File: src/rtl/cd_pkg.sv
//------------------------------------------------------------------------------
// cd_pkg
// Shared constants for the CD host-side register responder: HIRQ bit indices,
// register offsets within the CS2 page, command opcodes, reset signature values
// and the command FSM state type. Also holds small byte-lane helpers.
//------------------------------------------------------------------------------
package cd_pkg;

   // HIRQ flag bit positions
   localparam int unsigned HIRQ_CMOK = 0;
   localparam int unsigned HIRQ_DRDY = 1;
   localparam int unsigned HIRQ_CSCT = 2;
   localparam int unsigned HIRQ_BFUL = 3;
   localparam int unsigned HIRQ_PEND = 4;
   localparam int unsigned HIRQ_DCHG = 5;
   localparam int unsigned HIRQ_ESEL = 6;
   localparam int unsigned HIRQ_EHST = 7;

   // A-bus page (AA[25:16]) that selects this block
   localparam logic [9:0] CD_PAGE = 10'h189;

   // Word offsets inside the page
   localparam logic [15:0] OFS_HIRQ     = 16'h0008;
   localparam logic [15:0] OFS_HIRQMASK = 16'h000C;
   localparam logic [15:0] OFS_CR1      = 16'h0018;
   localparam logic [15:0] OFS_CR2      = 16'h001C;
   localparam logic [15:0] OFS_CR3      = 16'h0020;
   localparam logic [15:0] OFS_CR4      = 16'h0024;

   // Command opcodes (CMD1[15:8])
   localparam logic [7:0] OP_GET_STATUS  = 8'h00;
   localparam logic [7:0] OP_GET_HW_INFO = 8'h01;
   localparam logic [7:0] OP_GET_TOC     = 8'h02;
   localparam logic [7:0] OP_ABORT_FILE  = 8'h75;

   // Drive status byte (PAUSE) and the periodic-report marker bit
   localparam logic [7:0] CD_STATUS     = 8'h01;
   localparam logic [7:0] CD_PERIODIC   = 8'h20;

   // Reset signature ("CDBLOCK" in the response registers)
   localparam logic [15:0] RR1_RST      = 16'h0043;
   localparam logic [15:0] RR2_RST      = 16'h4442;
   localparam logic [15:0] RR3_RST      = 16'h4C4F;
   localparam logic [15:0] RR4_RST      = 16'h434B;
   localparam logic [7:0]  HIRQ_RST     = 8'h01;
   localparam logic [15:0] HIRQMASK_RST = 16'hFFFF;

   typedef enum logic [1:0] {
      IDLE = 2'd0,
      WAIT = 2'd1,
      EXEC = 2'd2
   } cd_state_e;

   // One-hot mask for a HIRQ bit index
   function automatic logic [7:0] hirq_bit(input int unsigned idx);
      return 8'h01 << idx;
   endfunction

   // Merge new data into an old word, byte lane by byte lane
   function automatic logic [15:0] lane_merge(input logic [15:0] old_v,
                                              input logic [15:0] new_v,
                                              input logic        hi,
                                              input logic        lo);
      return {(hi ? new_v[15:8] : old_v[15:8]), (lo ? new_v[7:0] : old_v[7:0])};
   endfunction

endpackage

File: src/rtl/cd_abus_if.sv
//------------------------------------------------------------------------------
// cd_abus_if
// SCU A-bus slice seen by the CD block (CS2 space).
//   ACS2_N  chip select (active low)       AA      address [25:1]
//   AWRU_N  upper-byte write strobe        AWRL_N  lower-byte write strobe
//   ARD_N   read strobe                    DI      host write data
//   DO      read data back to the host     AIRQ_N  interrupt to the SCU
// master = host side, slave = CD block.
//------------------------------------------------------------------------------
interface cd_abus_if;
   logic        ACS2_N;
   logic [25:1] AA;
   logic        AWRU_N;
   logic        AWRL_N;
   logic        ARD_N;
   logic [15:0] DI;
   logic [15:0] DO;
   logic        AIRQ_N;

   modport master (
      output ACS2_N, AA, AWRU_N, AWRL_N, ARD_N, DI,
      input  DO, AIRQ_N
   );

   modport slave (
      input  ACS2_N, AA, AWRU_N, AWRL_N, ARD_N, DI,
      output DO, AIRQ_N
   );
endinterface

File: src/rtl/cd_cmd_exec.sv
//------------------------------------------------------------------------------
// cd_cmd_exec
// Combinational command decoder: maps the opcode in CMD1[15:8] to the response
// words RR1-RR4 and the HIRQ bits to set when the command completes.
//   opcode    in  8   command opcode
//   rr1..rr4  out 16  response register values
//   hirq_set  out 8   HIRQ bits raised on completion
//------------------------------------------------------------------------------
module cd_cmd_exec
   import cd_pkg::*;
(
   input  logic [7:0]  opcode,
   output logic [15:0] rr1,
   output logic [15:0] rr2,
   output logic [15:0] rr3,
   output logic [15:0] rr4,
   output logic [7:0]  hirq_set
);

   // Opcode decode; unknown opcodes are rejected with 0xFF in RR1's high byte
   always_comb begin
      rr1      = {CD_STATUS, 8'h00};
      rr2      = 16'h0000;
      rr3      = 16'h0000;
      rr4      = 16'h0000;
      hirq_set = hirq_bit(HIRQ_CMOK);
      case (opcode)
         OP_GET_STATUS: begin
            rr1 = {CD_STATUS, 8'h00};
         end
         OP_GET_HW_INFO: begin
            rr2 = 16'h0002;
            rr4 = 16'h0600;
         end
         OP_GET_TOC: begin
            rr2      = 16'h00CC;
            hirq_set = hirq_bit(HIRQ_CMOK) | hirq_bit(HIRQ_DRDY);
         end
         OP_ABORT_FILE: begin
            hirq_set = hirq_bit(HIRQ_CMOK) | hirq_bit(HIRQ_EHST);
         end
         default: begin
            rr1 = 16'hFF00;
         end
      endcase
   end

endmodule

File: src/rtl/cd_host_if.sv
//------------------------------------------------------------------------------
// cd_host_if
// Host-side register responder for the CD block (CS2 page 0x189). The host
// writes CR1-CR4; a CR4 write starts a command that completes CMD_LATENCY+1
// enabled cycles later, loading RR1-RR4 and raising HIRQ flags. While idle
// with CMOK set, a periodic status report refreshes RR1.
//   CLK     in   clock                 RST    in   async active-high reset
//   CE_R    in   clock enable          bus    slave modport of cd_abus_if
//   BUSY    out  command in progress (registered)
//------------------------------------------------------------------------------
module cd_host_if
   import cd_pkg::*;
#(
   parameter int unsigned CMD_LATENCY   = 16,
   parameter int unsigned REPORT_PERIOD = 4096
)(
   input  logic       CLK,
   input  logic       RST,
   input  logic       CE_R,
   cd_abus_if.slave   bus,
   output logic       BUSY
);

   localparam int unsigned LAT_W = (CMD_LATENCY > 1) ? $clog2(CMD_LATENCY) : 1;
   localparam int unsigned RPT_W = $clog2(REPORT_PERIOD);

   cd_state_e          state_r;
   logic [LAT_W-1:0]   lat_r;
   logic [RPT_W-1:0]   rpt_r;
   logic               busy_r;
   logic [7:0]         hirq_r;
   logic [15:0]        hirq_mask_r;
   logic [15:0]        cmd1_r, cmd2_r, cmd3_r, cmd4_r;
   logic [15:0]        rr1_r, rr2_r, rr3_r, rr4_r;

   logic               sel_s, wr_hi_s, wr_lo_s, wr_s, cr4_wr_s, start_s, rpt_wrap_s;
   logic [15:0]        ofs_s;
   logic [15:0]        do_s;
   logic [7:0]         hirq_keep_s, hirq_nxt_s;
   logic [15:0]        ex_rr1_s, ex_rr2_s, ex_rr3_s, ex_rr4_s;
   logic [7:0]         ex_set_s;
   logic               unused_s;

   assign sel_s      = !bus.ACS2_N && (bus.AA[25:16] == CD_PAGE);
   assign ofs_s      = {bus.AA[15:1], 1'b0};
   assign wr_hi_s    = sel_s && !bus.AWRU_N;
   assign wr_lo_s    = sel_s && !bus.AWRL_N;
   assign wr_s       = wr_hi_s || wr_lo_s;
   assign cr4_wr_s   = wr_s && (ofs_s == OFS_CR4);
   assign start_s    = cr4_wr_s && (state_r == IDLE);
   assign rpt_wrap_s = (rpt_r == RPT_W'(REPORT_PERIOD - 1));

   // CMD2-CMD4 are latched for the host but no implemented command reads them
   assign unused_s   = ^{cmd2_r, cmd3_r, cmd4_r, bus.ARD_N};

   cd_cmd_exec u_exec (
      .opcode   (cmd1_r[15:8]),
      .rr1      (ex_rr1_s),
      .rr2      (ex_rr2_s),
      .rr3      (ex_rr3_s),
      .rr4      (ex_rr4_s),
      .hirq_set (ex_set_s)
   );

   // Next HIRQ: host AND-clear and command start clear first, completion set wins
   always_comb begin
      hirq_keep_s = 8'hFF;
      if (wr_lo_s && (ofs_s == OFS_HIRQ)) begin
         hirq_keep_s = bus.DI[7:0];
      end else begin
         hirq_keep_s = 8'hFF;
      end
      hirq_nxt_s = hirq_r & hirq_keep_s;
      if (start_s) begin
         hirq_nxt_s = hirq_nxt_s & ~hirq_bit(HIRQ_CMOK);
      end else begin
         hirq_nxt_s = hirq_nxt_s;
      end
      if (state_r == EXEC) begin
         hirq_nxt_s = hirq_nxt_s | ex_set_s;
      end else begin
         hirq_nxt_s = hirq_nxt_s;
      end
   end

   // Combinational read mux; the host expects data in the select cycle
   always_comb begin
      do_s = 16'h0000;
      if (sel_s) begin
         case (ofs_s)
            OFS_HIRQ:     do_s = {8'h00, hirq_r};
            OFS_HIRQMASK: do_s = hirq_mask_r;
            OFS_CR1:      do_s = rr1_r;
            OFS_CR2:      do_s = rr2_r;
            OFS_CR3:      do_s = rr3_r;
            OFS_CR4:      do_s = rr4_r;
            default:      do_s = 16'h0000;
         endcase
      end else begin
         do_s = 16'h0000;
      end
   end

   assign bus.DO     = do_s;
   assign bus.AIRQ_N = ~|(hirq_r & hirq_mask_r[7:0]);
   assign BUSY       = busy_r;

   // Register file, command FSM, latency and report counters
   always_ff @(posedge CLK or posedge RST) begin
      if (RST) begin
         state_r     <= IDLE;
         lat_r       <= '0;
         rpt_r       <= '0;
         busy_r      <= 1'b0;
         hirq_r      <= HIRQ_RST;
         hirq_mask_r <= HIRQMASK_RST;
         cmd1_r      <= 16'h0000;
         cmd2_r      <= 16'h0000;
         cmd3_r      <= 16'h0000;
         cmd4_r      <= 16'h0000;
         rr1_r       <= RR1_RST;
         rr2_r       <= RR2_RST;
         rr3_r       <= RR3_RST;
         rr4_r       <= RR4_RST;
      end else if (CE_R) begin
         hirq_r <= hirq_nxt_s;

         if (wr_s) begin
            case (ofs_s)
               OFS_HIRQMASK: hirq_mask_r <= lane_merge(hirq_mask_r, bus.DI, wr_hi_s, wr_lo_s);
               OFS_CR1:      cmd1_r      <= lane_merge(cmd1_r, bus.DI, wr_hi_s, wr_lo_s);
               OFS_CR2:      cmd2_r      <= lane_merge(cmd2_r, bus.DI, wr_hi_s, wr_lo_s);
               OFS_CR3:      cmd3_r      <= lane_merge(cmd3_r, bus.DI, wr_hi_s, wr_lo_s);
               OFS_CR4:      cmd4_r      <= lane_merge(cmd4_r, bus.DI, wr_hi_s, wr_lo_s);
               default:      ;
            endcase
         end

         if (cr4_wr_s) begin
            rpt_r <= '0;
         end

         case (state_r)
            IDLE: begin
               if (start_s) begin
                  state_r <= WAIT;
                  lat_r   <= LAT_W'(CMD_LATENCY - 1);
                  busy_r  <= 1'b1;
               end else if (hirq_r[HIRQ_CMOK]) begin
                  // Periodic report only touches RR1; a coincident CR4 write
                  // takes the branch above and suppresses it
                  if (rpt_wrap_s) begin
                     rpt_r <= '0;
                     rr1_r <= {(CD_PERIODIC | CD_STATUS), 8'h00};
                  end else begin
                     rpt_r <= rpt_r + RPT_W'(1);
                  end
               end
            end
            WAIT: begin
               if (lat_r == '0) begin
                  state_r <= EXEC;
               end else begin
                  lat_r <= lat_r - LAT_W'(1);
               end
            end
            EXEC: begin
               rr1_r   <= ex_rr1_s;
               rr2_r   <= ex_rr2_s;
               rr3_r   <= ex_rr3_s;
               rr4_r   <= ex_rr4_s;
               busy_r  <= 1'b0;
               state_r <= IDLE;
            end
            default: begin
               busy_r  <= 1'b0;
               state_r <= IDLE;
            end
         endcase
      end
   end

endmodule

File: src/flat_wrapper.sv
// flat-port wrapper written by rule: the top's interface ports become plain ports
module cd_host_if_flat import cd_pkg::*;
#(
   parameter int unsigned CMD_LATENCY   = 16,
   parameter int unsigned REPORT_PERIOD = 4096
)
  (CLK, RST, CE_R, BUSY, bus_ACS2_N, bus_AA, bus_AWRU_N, bus_AWRL_N, bus_ARD_N, bus_DI, bus_DO, bus_AIRQ_N);
  cd_abus_if bus_i ();
  input  logic CLK;
  input  logic RST;
  input  logic CE_R;
  output logic BUSY;
  input wire logic [$bits(bus_i.ACS2_N)-1:0] bus_ACS2_N;
  input wire logic [$bits(bus_i.AA)-1:0] bus_AA;
  input wire logic [$bits(bus_i.AWRU_N)-1:0] bus_AWRU_N;
  input wire logic [$bits(bus_i.AWRL_N)-1:0] bus_AWRL_N;
  input wire logic [$bits(bus_i.ARD_N)-1:0] bus_ARD_N;
  input wire logic [$bits(bus_i.DI)-1:0] bus_DI;
  output wire logic [$bits(bus_i.DO)-1:0] bus_DO;
  output wire logic [$bits(bus_i.AIRQ_N)-1:0] bus_AIRQ_N;
  assign bus_i.ACS2_N = bus_ACS2_N;
  assign bus_i.AA = bus_AA;
  assign bus_i.AWRU_N = bus_AWRU_N;
  assign bus_i.AWRL_N = bus_AWRL_N;
  assign bus_i.ARD_N = bus_ARD_N;
  assign bus_i.DI = bus_DI;
  assign bus_DO = bus_i.DO;
  assign bus_AIRQ_N = bus_i.AIRQ_N;
  cd_host_if #(.CMD_LATENCY(CMD_LATENCY), .REPORT_PERIOD(REPORT_PERIOD)) u_core (.CLK(CLK), .RST(RST), .CE_R(CE_R), .bus(bus_i), .BUSY(BUSY));
endmodule
File: config.mk
export PLATFORM = sky130hd
export DESIGN_NAME = cd_host_if_flat
export DESIGN_NICKNAME = d
export VERILOG_FILES = /design/src/rtl/cd_pkg.sv /design/src/rtl/cd_abus_if.sv /design/src/rtl/cd_cmd_exec.sv /design/src/rtl/cd_host_if.sv /design/src/flat_wrapper.sv
export SDC_FILE = /design/constraint.sdc
export NUM_CORES = 1
export LEC_CHECK = 0
export BUFFER_PORTS_ARGS = -buffer_cell sky130_fd_sc_hd__buf_4
export CORE_MARGIN = 2
export CORE_UTILIZATION = 50
export CTS_BUF_LIST = sky130_fd_sc_hd__clkbuf_16
export DETAILED_ROUTE_END_ITERATION = 8
export GPL_TIMING_DRIVEN = 0
export PLACE_DENSITY = 0.78
export SLEW_MARGIN = 20
export SYNTH_ARGS = -nofsm -noshare
export SYNTH_HDL_FRONTEND = slang
export SYNTH_SLANG_ARGS = --single-unit
export TNS_END_PERCENT = 100
File: constraint.sdc
create_clock -name CLK -period 2.6 [get_ports CLK]
set_input_delay 0.39 -clock CLK [delete_from_list [all_inputs] [get_ports CLK]]
set_output_delay 0.39 -clock CLK [all_outputs]
set_load 0.01 [all_outputs]
* Yosys cells after proc, flatten, opt, wreduce, memory -nomap -nowiden
Cells that the tools add are included.
Storage, ports and cells: RAM bits 0, bits in latches 0, output and inout port bits 18, flip-flop bits (word level) 107, memory bits (read-only) 0, memories 0
Operators by class: add/sub/neg operators 2, div/mod/pow operators 0, shift operators 0, bitwise gates (word level) 4, $mul 0, muxes and demuxes 26, eq/ne operators 19, reductions and logical operators 26, magnitude comparators 0
Operator list (count):
- 16-bit case mux with 6 select lines | 1
- 16-bit two-way mux | 5
- 12-bit two-way mux | 5
- 16-bit case mux with 2 select lines | 1
- 8-bit case mux with 2 select lines | 2
- 15-bit by 3-bit == test with 1-bit output, second input constant | 2
- 15-bit by 4-bit == test with 1-bit output, second input constant | 2
- 15-bit by 5-bit == test with 1-bit output, second input constant | 2
- 8-bit AND | 2
- 8-bit two-way mux | 2
- 4-bit AND reduction | 4
- 12-bit by 1-bit adder with 12-bit output, second input constant | 1
- 12-bit == test, second input constant | 1
- 11-bit two-way mux | 1
- 10-bit by 9-bit == test with 1-bit output, second input constant | 1
- 8-bit by 1-bit == test with 1-bit output, second input constant | 1
- 8-bit by 2-bit == test with 1-bit output, second input constant | 1
- 8-bit by 7-bit == test with 1-bit output, second input constant | 1
- 8-bit zero test | 1
- 4-bit two-way mux | 2
- 2-bit by 1-bit != test with 1-bit output, second input constant | 4
- 8-bit bitwise OR | 1
- 4-bit case mux with 2 select lines | 1
- 8-bit OR reduction | 1
- 19 further kinds | 32

* Depth between registers and ports, before layout
Gate-level depths: netlist of the first run.
word-level depth 9, depth in mapped cells 7

* By module
Synthesis of the first run repeated with hierarchy kept, for this count alone.
Second synthesis, totals: cell total of the unflattened synthesis 654, area, all modules 6264.8 µm²
By module, submodules not included:
- cd_host_if | instances 1, area each 5672.9 µm², cells an instance 573
- cd_cmd_exec | instances 1, area each 591.8 µm², cells an instance 81

* Least setup slack after synthesis of the first run
OpenSTA, ideal clock, no wires.
path kind in2out, start point input bus_AA[0], end point output bus_DO[10], cell stages on the path 7, setup slack -0.245 ns, required time 2.210 ns, buffers on the path 2, arrival 2.455 ns, cell sequence or4_1 or3_1 clkbuf_1 or3_1 clkbuf_1 or2_1 a31oi_1
On the way: cells in the longest elaborated chain, start to end 3, elaborated cells between the ends (all ways) 8, classes of those cells eq/ne (6); mux (2)
RTL lines:
- from (decl) | RTL line flat_wrapper.sv:14 | input wire logic [$bits(bus_i.AA)-1:0] bus_AA;
- 15-bit by 5-bit == test with 1-bit output (tied with other cells) | RTL line cd_host_if.sv:90 | case (ofs_s)
- 16-bit case mux with 6 select lines * | RTL line cd_host_if.sv:90
- 16-bit two-way mux * | RTL line cd_host_if.sv:89 | if (sel_s) begin
- to (decl) | RTL line flat_wrapper.sv:19 | output wire logic [$bits(bus_i.DO)-1:0] bus_DO;
Every way passes the cells marked *; elsewhere a longest branch is shown, timed or not.

* Final worst setup path of the first run
start point input bus_AA[10], end point output bus_DO[10]
Same word-level chain as after synthesis.

==> results of run 1 <==
-- state kept, by name (all words and copies together), names as in the netlist, 2 cells and up --
register            count
u_core.cmd1_r           8
u_core.lat_r            4
u_core.state_r          2
u_core.hirq_r           8
u_core.hirq_mask_r     16
u_core.rr4_r            2
u_core.rr1_r            4
u_core.rpt_r           12
u_core.rr2_r            3
-- where the power goes --
group          internal [mW]  switching, mW
logic                  0.216          0.240
clock network          0.744          0.447
registers               1.03         0.0781
total                   1.98          0.765
-- worst register-to-register path, cell delays in order, from the launching register on --
cell      delay (ns)
dfrtp_1         0.36
clkbuf_1        0.21
nor2b_1         0.41
nand3b_1        0.34
nor3_1          0.72
mux2_2          0.28
-- kinds of logic after synthesis --
family | count (synthesis)
adders and majority gates | 2
and+or+nand+nor | 153
buffers and inverters | 19
xor gates and xnor gates | 2
DFF | 61
AOI/OAI and AO/OA | 73
muxes | 29
-- final cells by class --
| class | instances | area, sq um | area share |
|---|---|---|---|
| multi-input cells | 259 | 1940 | 0.419 |
| flip-flops and latches | 61 | 1550 | 0.336 |
| repair buffers | 81 | 651 | 0.141 |
| clock buffers | 9 | 225 | 0.0487 |
| well taps | 80 | 100 | 0.0216 |
| clock inverters | 7 | 76.3 | 0.0165 |
| plain buffers | 11 | 58.8 | 0.0127 |
| inverters | 6 | 25.0 | 0.00541 |
-- path summary, 6_finish.rpt --
path | startpoint | end | slack, ns | cells past startpoint
worst max-delay path | bus_AA[10] | bus_DO[10] | -0.19 | 7
worst min-delay path | RST | u_core.rpt_r[4] | 0.02 | 2
worst max register to register | u_core.state_r[1] | u_core.rpt_r[0] | 0.23 | 5
worst min register to register | u_core.rr4_r[9] | u_core.rr4_r[9] | 0.48 | 2
max in group asynchronous | RST | u_core.hirq_mask_r[7] | 2.01 | 3
min in group CLK | bus_DI[3] | u_core.hirq_r[3] | 0.28 | 2
-- metrics by stage --
step / setup TNS (ns) / total power [mW] / utilization / hold WS [ns] / std cells
6_report: -0.935 / 2.75 / 0.689 / 0.0173 / 514
5_1_grt: -2.36 / 2.85 / 0.689 / 0.0455 / 514
4_1_cts: -1.22 / 2.75 / 0.669 / 0.0278 / 508
3_5_place_dp: -14.14 / 1.55 / 0.605 / 0.377 / 484
3_3_place_gp: -15.51 / 1.52 / 0.601 / 0.446 / 483
2_1_floorplan: -1.00 / 1.40 / - / 0.428 / 339
-- synth_stat cells, drive strengths merged (2+ instances only) --
master and number:
dfrtp 39, nand3b 5, a31o 2, nor2b 6, nand2 47, ha 2, nor2 18, a22o 5
mux4 2, a31oi 5, a211o 2, a21oi 18, a21o 3, or3 4, mux2 26, a41oi 4
nand4bb 2, a221o 3, and2 2, or3b 2, o22ai 2, or4 5, nor3 9, a2bb2oi 3
nor4 8, o21a 5, inv 6, and3 2, buf 4, and4 7, dfstp 22, nand3 17
nand4 5, a22oi 7, clkbuf 9, o21ai 10, nand2b 8
-- repair_timing --
action                                 4_1_cts  5_1_grt
setup endpoints to repair                   16       20
gates resized for setup                     14       22
buffers inserted                            10        6
endpoints found under the hold margin        0        0
hold buffers                                 0        0
pin swaps                                    9       12
-- metal layers --
metal | track usage | up-vias | part of all wire | wire length, um
li1 | - | 1461 | - | -
met1 | 0.314 | 1587 | 0.40 | 3760
met2 | 0.401 | 127 | 0.51 | 4820
met3 | 0.0692 | 23 | 0.070 | 663
met4 | 0.0923 | 0 | 0.018 | 174
met5 | 0 | - | 0 | 0
==> summary.txt, run 1 <==
Largest net degree at the start of global routing: 41
DR pass1 iterations: 5
Final WL: 9410 um
PortBufs: 64
Final instance area: 4630 sq um
Power per Cell Area: 594 nW/um^2
1st-iter DRT viols: 227
Final worst-path cycle share: 1.07
Final setup vio count: 21
Most frequent cells in the layout: 73 x buf_4, 47 x nand2_1, 39 x dfrtp_1, 22 x dfstp_2, 18 x mux2_2
Crit path cell chain: buf_6 > or4_4 > or3_4 > or3_4 > or2_4 > a31oi_2 > buf_4
Antenna Nets Post-Route: 0
Max VDD drop: 0.574 mV
Final hold violations: 0
Hold WC Path Type: input pin to asynchronous set/reset pin
Most common cell after layout, fill and taps aside: buf_4
CP top delay family: simple AND/OR/NAND/NOR gates
Clk_skew: 0.00690 ns
RSZ-0062 raised after global routing: true
Die W: 87.0 um
Yosys warnings: 0
H-tree depth: 3
Per-cell routed wire length: 18.3 um
Area leader, netlist: dfrtp_1
Failing checks: setup timing
Top Ports: 66
Yosys cell types: 58
Share of layout cells above drive strength 1: 0.433
Total grt overflow: 0
Placed cell areas: 4060 sq um
Top_reg_cell synth: dfrtp_1
Mux cell area share after synthesis: 0.110
Vias per cell: 6.22
Slew margin rel.: 0.459
Synth top area cells: dfrtp_1 28%, dfstp_2 17%, mux2_2 5.9%
P_leak: 2.00 nW
Period minus WS final: 2.79 ns
Post-DP HPWL: 6290 um
Synth top area share: 0.284
Area grow syn2layout: 34.4%
Mapped Cells: 339
Critical path endpoint category: primary output
CP Data Required Time: 2.21 ns
Syn_nets: 389
Clock tree buffer depth: 2
CTS buffer count: 9
Placeable Area: 6720 sq um
Synth Area in XOR/XNOR: 0.00509
CTS tree: done
CP bufs+invs: 2
Post-Syn Area per Cell: 10.2 sq um
Synth Area in Simple Gates: 0.257
Clock sinks: 61
First-pass GRT wire length: 14500 um
Compound-cell area share of the yosys netlist: 0.146
Slowest cell on crit path: or4_4
Post-synth EDFFs: 0
Worst path setup slack after routing: -0.185 ns
Mapped Area: 3440 sq um
Vias post-DR: 3198
Final Max Tran Viols: 0
CP Class: input pin to primary output
Worst-path clk slew: 0.06 ns
Initial antenna violation count: 0
Status: finished with violations
Number of remaining DRC errors: 0
# diodes: 0
Adder-cell share of the synthesized area: 0.00727
FP Rows: 30
CP max stage delay: 0.53 ns
Clock Tree Root: clkbuf_16
Pre-CTS setup slack: -0.743 ns
Worst-Skew Late Latency: 0.33 ns
Vias in the first global route: 3083
Placer Congestion: 0.855
Synth Register Bits: 61
Seq/Total Area, Yosys: 0.451
Worst slew pin tran: 0.805 ns
Number of fill cells: 483
Main combinational cell family by area after synthesis: simple AND/OR/NAND/NOR gates
Die area: 7560 sq um
CP Launch Type: input pin
DIE HEIGHT: 87.0 um
Initial core utilization: 0.512
Async S/R FF share, synth: 1.00
NumNets Final: 479
Max cap viols: 0
Cell mode on critical path: or3_4
Worst-path fanout max: 3
Peak Freq: 359 MHz
WP data arrival: 2.40 ns
Total Routing Usage GR: 0.247
No activity file was read; power rests on OpenSTA's default activity.
==> run 2: changes to the inputs <==
--- a/config.mk
+++ b/config.mk
@@ -6,6 +6,7 @@
 export NUM_CORES = 1
 export LEC_CHECK = 0
 export BUFFER_PORTS_ARGS = -buffer_cell sky130_fd_sc_hd__buf_4
+export CAP_MARGIN = 20
 export CORE_MARGIN = 2
 export CORE_UTILIZATION = 50
 export CTS_BUF_LIST = sky130_fd_sc_hd__clkbuf_16
==> constraint.sdc (replaced) <==
create_clock -name CLK -period 2.6 [get_ports CLK]
set_input_delay 0.52 -clock CLK [delete_from_list [all_inputs] [get_ports CLK]]
set_output_delay 0.52 -clock CLK [all_outputs]
set_load 0.01 [all_outputs]
==> summary.txt, run 2 (same netlist as run 1, synthesis figures left out) <==
Clock Tree Root: clkbuf_16
Worst-Skew Late Latency: 0.33 ns (about the same)
Max cap viols: 0 (unchanged)
CP bufs+invs: 2 (unchanged)
Crit path cell chain: buf_6 > or4_4 > or3_4 > or3_4 > or2_4 > a31oi_4 > buf_6
CP Data Required Time: 2.08 ns (-0.13 ns)
CP Launch Type: input pin
Antenna Nets Post-Route: 0 (unchanged)
Largest net degree at the start of global routing: 34 (-17%)
Failing checks: setup timing
WP data arrival: 2.52 ns (+0.12 ns)
Vias per cell: 6.31 (+1.5%)
Placer Congestion: 0.858 (+0.25%)
Internal power: 2.07 mW (+4.2%)
Number of flip-flops in the largest register: 16 (unchanged)
Worst r2r src: u_core.rpt_r[1]
Vias post-DR: 3295 (+3.0%)
Hold WC Path Type: input pin to asynchronous set/reset pin
FP Rows: 30 (unchanged)
R2r setup slk: 0.24 ns (about the same)
Sw Ratio: 0.262 (-0.0157)
Crit. path cell count: 7 (unchanged)
Final worst-path cycle share: 1.17 (+0.0964)
Area grow syn2layout: 41.1%
Worst reg2reg path depth: 6 (+1)
NetSw: 0.735 mW (-3.8%)
NumNets Final: 487 (+1.7%)
R2r endpoint: u_core.rr1_r[6]
P_leak: 2.15 nW (+7.5%)
H-tree depth: 3 (unchanged)
Final setup vio count: 16 (-24%)
DIE HEIGHT: 87.0 um (unchanged)
CTS tree: done
Most frequent cells in the layout: 71 x buf_4, 42 x nand2_1, 39 x dfrtp_1, 22 x dfstp_2
Power per Cell Area: 577 nW/um^2 (-2.9%)
Comb power frac: 0.164 (-0.002)
Initial antenna violation count: 0 (unchanged)
Biggest regs: u_core.hirq_mask_r: 16 flops, u_core.rpt_r: 12 flops
Max VDD drop: 0.454 mV (-21%)
Worst-path fanout max: 2 (-1)
Top Ports: 66 (unchanged)
Die W: 87.0 um (unchanged)
Clk_skew: 0.00329 ns (-0.00360 ns)
# diodes: 0 (unchanged)
Final hold violations: 0 (unchanged)
Worst slew pin tran: 0.816 ns (+0.0104 ns)
Number of fill cells: 445 (-7.9%)
Clock tree buffer depth: 2 (unchanged)
Total Routing Usage GR: 0.258 (+0.0113)
Slew margin rel.: 0.451 (-0.00781)
CP max stage delay: 0.53 ns (about the same)
Most common cell after layout, fill and taps aside: buf_4
Layout Cells excl Fill: 522 (+1.6%)
PortBufs: 64 (unchanged)
Clock share of power: 0.441 (+0.008)
CTS buffer count: 9 (unchanged)
Vias in the first global route: 3132 (+1.6%)
Critical path endpoint category: primary output
Share of layout cells above drive strength 1: 0.457 (+0.0238)
Initial core utilization: 0.512 (unchanged)
Slowest cell on crit path: or4_4
Worst-path clk slew: 0.05 ns (about the same)
Placeable Area: 6720 sq um (unchanged)
DR pass1 iterations: 5 (unchanged)
First-pass GRT wire length: 15000 um (+3.5%)
Top reg by flops: u_core.hirq_mask_r
Period minus WS final: 3.04 ns (+0.251 ns)
Final WL: 10500 um (+11%)
Worst path setup slack after routing: -0.436 ns (-0.251 ns)
Total grt overflow: 0 (unchanged)
Final Max Tran Viols: 0 (unchanged)
Fin util: 0.723 (+0.0343)
Number of remaining DRC errors: 0 (unchanged)
Status: finished with violations
Sequential power share: 0.395 (-0.006)
CP Class: input pin to primary output
Post-DP HPWL: 6280 um (-0.27%)
Per-cell routed wire length: 20.0 um (+9.4%)
CP top delay family: simple AND/OR/NAND/NOR gates
Peak Freq: 329 MHz (-8.3%)
Hold_buf cts: 0 (unchanged)
RSZ-0062 raised after global routing: true
Placed insts: 484 (unchanged)
Die area: 7560 sq um (unchanged)
1st-iter DRT viols: 257 (+13%)
Clock sinks: 61 (unchanged)
==> run 2: changes by cell type in the layout (fill, tap and decap cells not counted), moves of 3 or more <==
cell / previous run / this run
clkinv_4: 3 / 0
clkinv_1: 0 / 4
buf_6: 8 / 18
nand2_2: 0 / 4
nor3_4: 1 / 4
nand2_1: 47 / 42
==> run 2: what timing repair did <==
| action | CTS | global route |
|---|---|---|
| setup endpoints to repair | 33 | 44 |
| gates resized for setup | 37 | 29 |
| setup buffers | 14 | 11 |
| gates cloned | 0 | 0 |
| pin swaps | 15 | 17 |
==> run 2: cell type report <==
class | instances | area (sq um) | area share
Timing Repair Buffer | 90 | 777 | 0.160
Inverter | 6 | 25.0 | 0.00515
Buffer | 10 | 52.6 | 0.0108
Clock buffer | 9 | 225 | 0.0464
Clock inverter | 7 | 80.1 | 0.0165
Tap cell | 80 | 100 | 0.0206
Sequential cell | 61 | 1550 | 0.320
Multi-Input combinational cell | 259 | 2040 | 0.421
==> run 2: worst max-delay path by stage <==
stage               slack, ns    endpoint        from
global route            -0.48  bus_DO[11]  bus_AA[14]
CTS                     -0.46  bus_DO[10]   bus_AA[6]
floorplan               -0.46  bus_DO[10]  bus_AA[10]
finish                  -0.44  bus_DO[11]  bus_AA[14]
detailed placement       -1.0  bus_DO[11]  bus_AA[10]
global placement        -0.94   bus_DO[3]  bus_AA[10]
==> run 2: metrics by stage <==
stage               cell area (sq um)  setup slack [ns]  hold WS (ns)  power [mW]  TNS [ns]
floorplan                        3460            -0.457         0.428        1.40     -3.94
global placement                 4040            -0.936         0.446        1.53    -30.45
detailed placement               4060            -0.999         0.448        1.55    -24.82
CTS                              4630            -0.458         0.198        2.78     -4.88
global route                     4860            -0.478         0.221        2.90     -7.22
finish                           4860            -0.436         0.185        2.80     -5.05
==> run 2: power groups by stage <==
stage	combinational (mW)	clock [mW]	sequential [mW]
floorplan	0.301	0	1.10
global placement	0.415	0	1.11
detailed placement	0.436	0	1.12
CTS	0.447	1.23	1.10
global route	0.507	1.28	1.12
finish	0.460	1.23	1.11
==> run 2: per-layer routing <==
layer / share of wire / vias to the layer above / global-route usage
met3: 0.066 / 37 / 0.0635
met4: 0.030 / 0 / 0.102
met2: 0.53 / 184 / 0.427
met5: 0 / - / 0
met1: 0.38 / 1599 / 0.325
li1: - / 1475 / -
==> run 2: worst reg2reg max path: stages (launching register included) <==
cell and delay [ns]:
dfrtp_1 0.38, ha_1 0.22, nand3_1 0.18, nor4_1 0.72
nand2_1 0.14, o21ai_0 0.42, a21boi_0 0.19
==> run 3: changes to the inputs <==
--- a/config.mk
+++ b/config.mk
@@ -12,7 +12,7 @@
 export CTS_BUF_LIST = sky130_fd_sc_hd__clkbuf_16
 export DETAILED_ROUTE_END_ITERATION = 8
 export GPL_TIMING_DRIVEN = 0
-export PLACE_DENSITY = 0.78
+export PLACE_DENSITY = 0.88
 export SLEW_MARGIN = 20
 export SYNTH_ARGS = -nofsm -noshare
 export SYNTH_HDL_FRONTEND = slang
==> summary.txt, run 3 (same netlist as run 1, synthesis figures left out) <==
Status: finished with violations
Failing checks: setup timing
Total Routing Usage GR: 0.313 (+0.0550)
Number of flip-flops in the largest register: 16 (unchanged)
Fin util: 0.728 (+0.00503)
Initial antenna violation count: 0 (unchanged)
Worst path setup slack after routing: -0.485 ns (-0.0489 ns)
Biggest regs: u_core.hirq_mask_r: 16 flops, u_core.rpt_r: 12 flops
Peak Freq: 324 MHz (-1.6%)
Vias per cell: 6.82 (+8.0%)
Most frequent cells in the layout: 72 x buf_4, 44 x nand2_1, 39 x dfrtp_1, 22 x dfstp_2, 17 x nor2_1
Clock Tree Root: clkbuf_16
Final hold violations: 0 (unchanged)
Area grow syn2layout: 42.1%
Period minus WS final: 3.08 ns (+0.0489 ns)
Top reg by flops: u_core.hirq_mask_r
Worst-path clk slew: 0.06 ns (about the same)
Largest net degree at the start of global routing: 62 (+82%)
Clock tree buffer depth: 2 (unchanged)
Final setup vio count: 41 (+25)
DR pass1 iterations: 7 (+2)
First-pass GRT wire length: 17900 um (+20%)
Top Ports: 66 (unchanged)
Post-DP HPWL: 6150 um (-2.0%)
CTS buffer count: 9 (unchanged)
Power per Cell Area: 606 nW/um^2 (+4.9%)
CP Launch Type: input pin
Final WL: 12200 um (+17%)
Worst-path fanout max: 5 (+3)
Vias post-DR: 3559 (+8.0%)
Sequential power share: 0.373 (-0.022)
NumNets Final: 487 (unchanged)
Tot Pwr: 2.96 mW (+5.7%)
Die W: 87.0 um (unchanged)
Hold_ws: 0.243 ns (+0.0582 ns)
Initial core utilization: 0.512 (unchanged)
Sw Ratio: 0.265 (+0.00293)
Max VDD drop: 0.297 mV (-35%)
Per-cell routed wire length: 23.4 um (+17%)
# diodes: 0 (unchanged)
Worst reg2reg path depth: 6 (unchanged)
Clk_skew: 0.00973 ns (+0.00644 ns)
1st-iter DRT viols: 433 (+68%)
H-tree depth: 3 (unchanged)
Placed cell areas: 4070 sq um (+0.18%)
CP Data Required Time: 2.08 ns (about the same)
Critical path endpoint category: primary output
Hold WC Path Type: input pin to asynchronous set/reset pin
Placer Congestion: 0.905 (+5.5%)
NetSw: 0.786 mW (+6.8%)
R2r endpoint: u_core.rpt_r[5]
Die area: 7560 sq um (unchanged)
Max cap viols: 0 (unchanged)
R2r setup slk: 0.33 ns (+0.09 ns)
Worst-Skew Late Latency: 0.34 ns (about the same)
DIE HEIGHT: 87.0 um (unchanged)
Slew margin rel.: 0.553 (+0.102)
Vias in the first global route: 3408 (+8.8%)
Most common cell after layout, fill and taps aside: buf_4
Total grt overflow: 0 (unchanged)
Worst r2r src: u_core.state_r[1]
RSZ-0062 raised after global routing: true
CP Class: input pin to primary output
Final worst-path cycle share: 1.19 (+0.0188)
Number of remaining DRC errors: 0 (unchanged)
P_leak: 2.13 nW (-0.57%)
FP Rows: 30 (unchanged)
Setup TNS: -7.81 ns (-2.75 ns)
Placeable Area: 6720 sq um (unchanged)
Clock share of power: 0.469 (+0.028)
WP data arrival: 2.56 ns (+0.04 ns)
Antenna Nets Post-Route: 0 (unchanged)
Share of layout cells above drive strength 1: 0.452 (-0.00452)
PortBufs: 64 (unchanged)
Worst slew pin tran: 0.671 ns (-0.145 ns)
CTS tree: done
Clock sinks: 61 (unchanged)
Internal power: 2.18 mW (+5.2%)
Comb power frac: 0.158 (-0.006)
Final instance area: 4890 sq um (+0.70%)
Final Max Tran Viols: 0 (unchanged)
[run 3: cell count changes in the layout (fill, tap and decap cells not counted), moves of 2 or more]
| cell | change |
|---|---|
| buf_6 | -4 |
| clkinv_1 | -2 |
| mux2_2 | -4 |
| mux2_4 | +4 |
| nand2_1 | +2 |
| nand2_2 | -2 |
[run 3: power groups by stage]
stage | registers (mW) | clock network (mW) | logic (mW)
2_1_floorplan | 1.10 | 0 | 0.301
3_3_place_gp | 1.11 | 0 | 0.411
3_5_place_dp | 1.12 | 0 | 0.438
4_1_cts | 1.10 | 1.38 | 0.452
5_1_grt | 1.12 | 1.44 | 0.512
6_report | 1.11 | 1.39 | 0.467
[run 3: cell type report]
type / count / area [sq um]
Clock buffer: 9 / 225
Multi-Input combinational cell: 259 / 2030
Buffer: 10 / 50.0
Timing Repair Buffer: 90 / 795
Tap cell: 80 / 100
Inverter: 6 / 25.0
Clock inverter: 7 / 114
Sequential cell: 61 / 1550
Fill cell: 382 / 1830
[run 3: worst max-delay path by stage]
stage / end / depth (start not counted) / startpoint / slack [ns]
3_3_place_gp: bus_DO[3] / 8 / bus_AA[10] / -0.89
5_1_grt: bus_DO[14] / 7 / bus_AA[14] / -0.52
6_report: bus_DO[14] / 7 / bus_AA[14] / -0.48
2_1_floorplan: bus_DO[10] / 7 / bus_AA[10] / -0.46
3_5_place_dp: bus_DO[3] / 8 / bus_AA[10] / -0.99
4_1_cts: bus_DO[10] / 7 / bus_AA[6] / -0.48
[run 3: per-stage QoR]
step | cells | setup WS (ns)
detailed placement | 484 | -0.994
global placement | 483 | -0.892
floorplan | 339 | -0.457
global route | 522 | -0.518
CTS | 516 | -0.476
finish | 522 | -0.485
[run 3: layer usage]
metal | global-route usage | vias up | wire length [um]
met5 | 0 | - | 0
li1 | - | 1480 | -
met4 | 0.159 | 0 | 860
met1 | 0.358 | 1707 | 4380
met3 | 0.0825 | 96 | 1110
met2 | 0.539 | 276 | 5900
[run 3: critical path, cell delays in order]
cell	delay, ns
buf_6	0.09
or4_4	0.55
or3_4	0.45
or3_4	0.40
buf_4	0.18
a31oi_1	0.22
buf_4	0.17
[run 3: what timing repair did]
action | in CTS | in global routing
setup buffers | 18 | 7
resized for setup | 38 | 22
pin swaps | 20 | 14
setup endpoints to repair | 32 | 47
hold buffers | 0 | 0
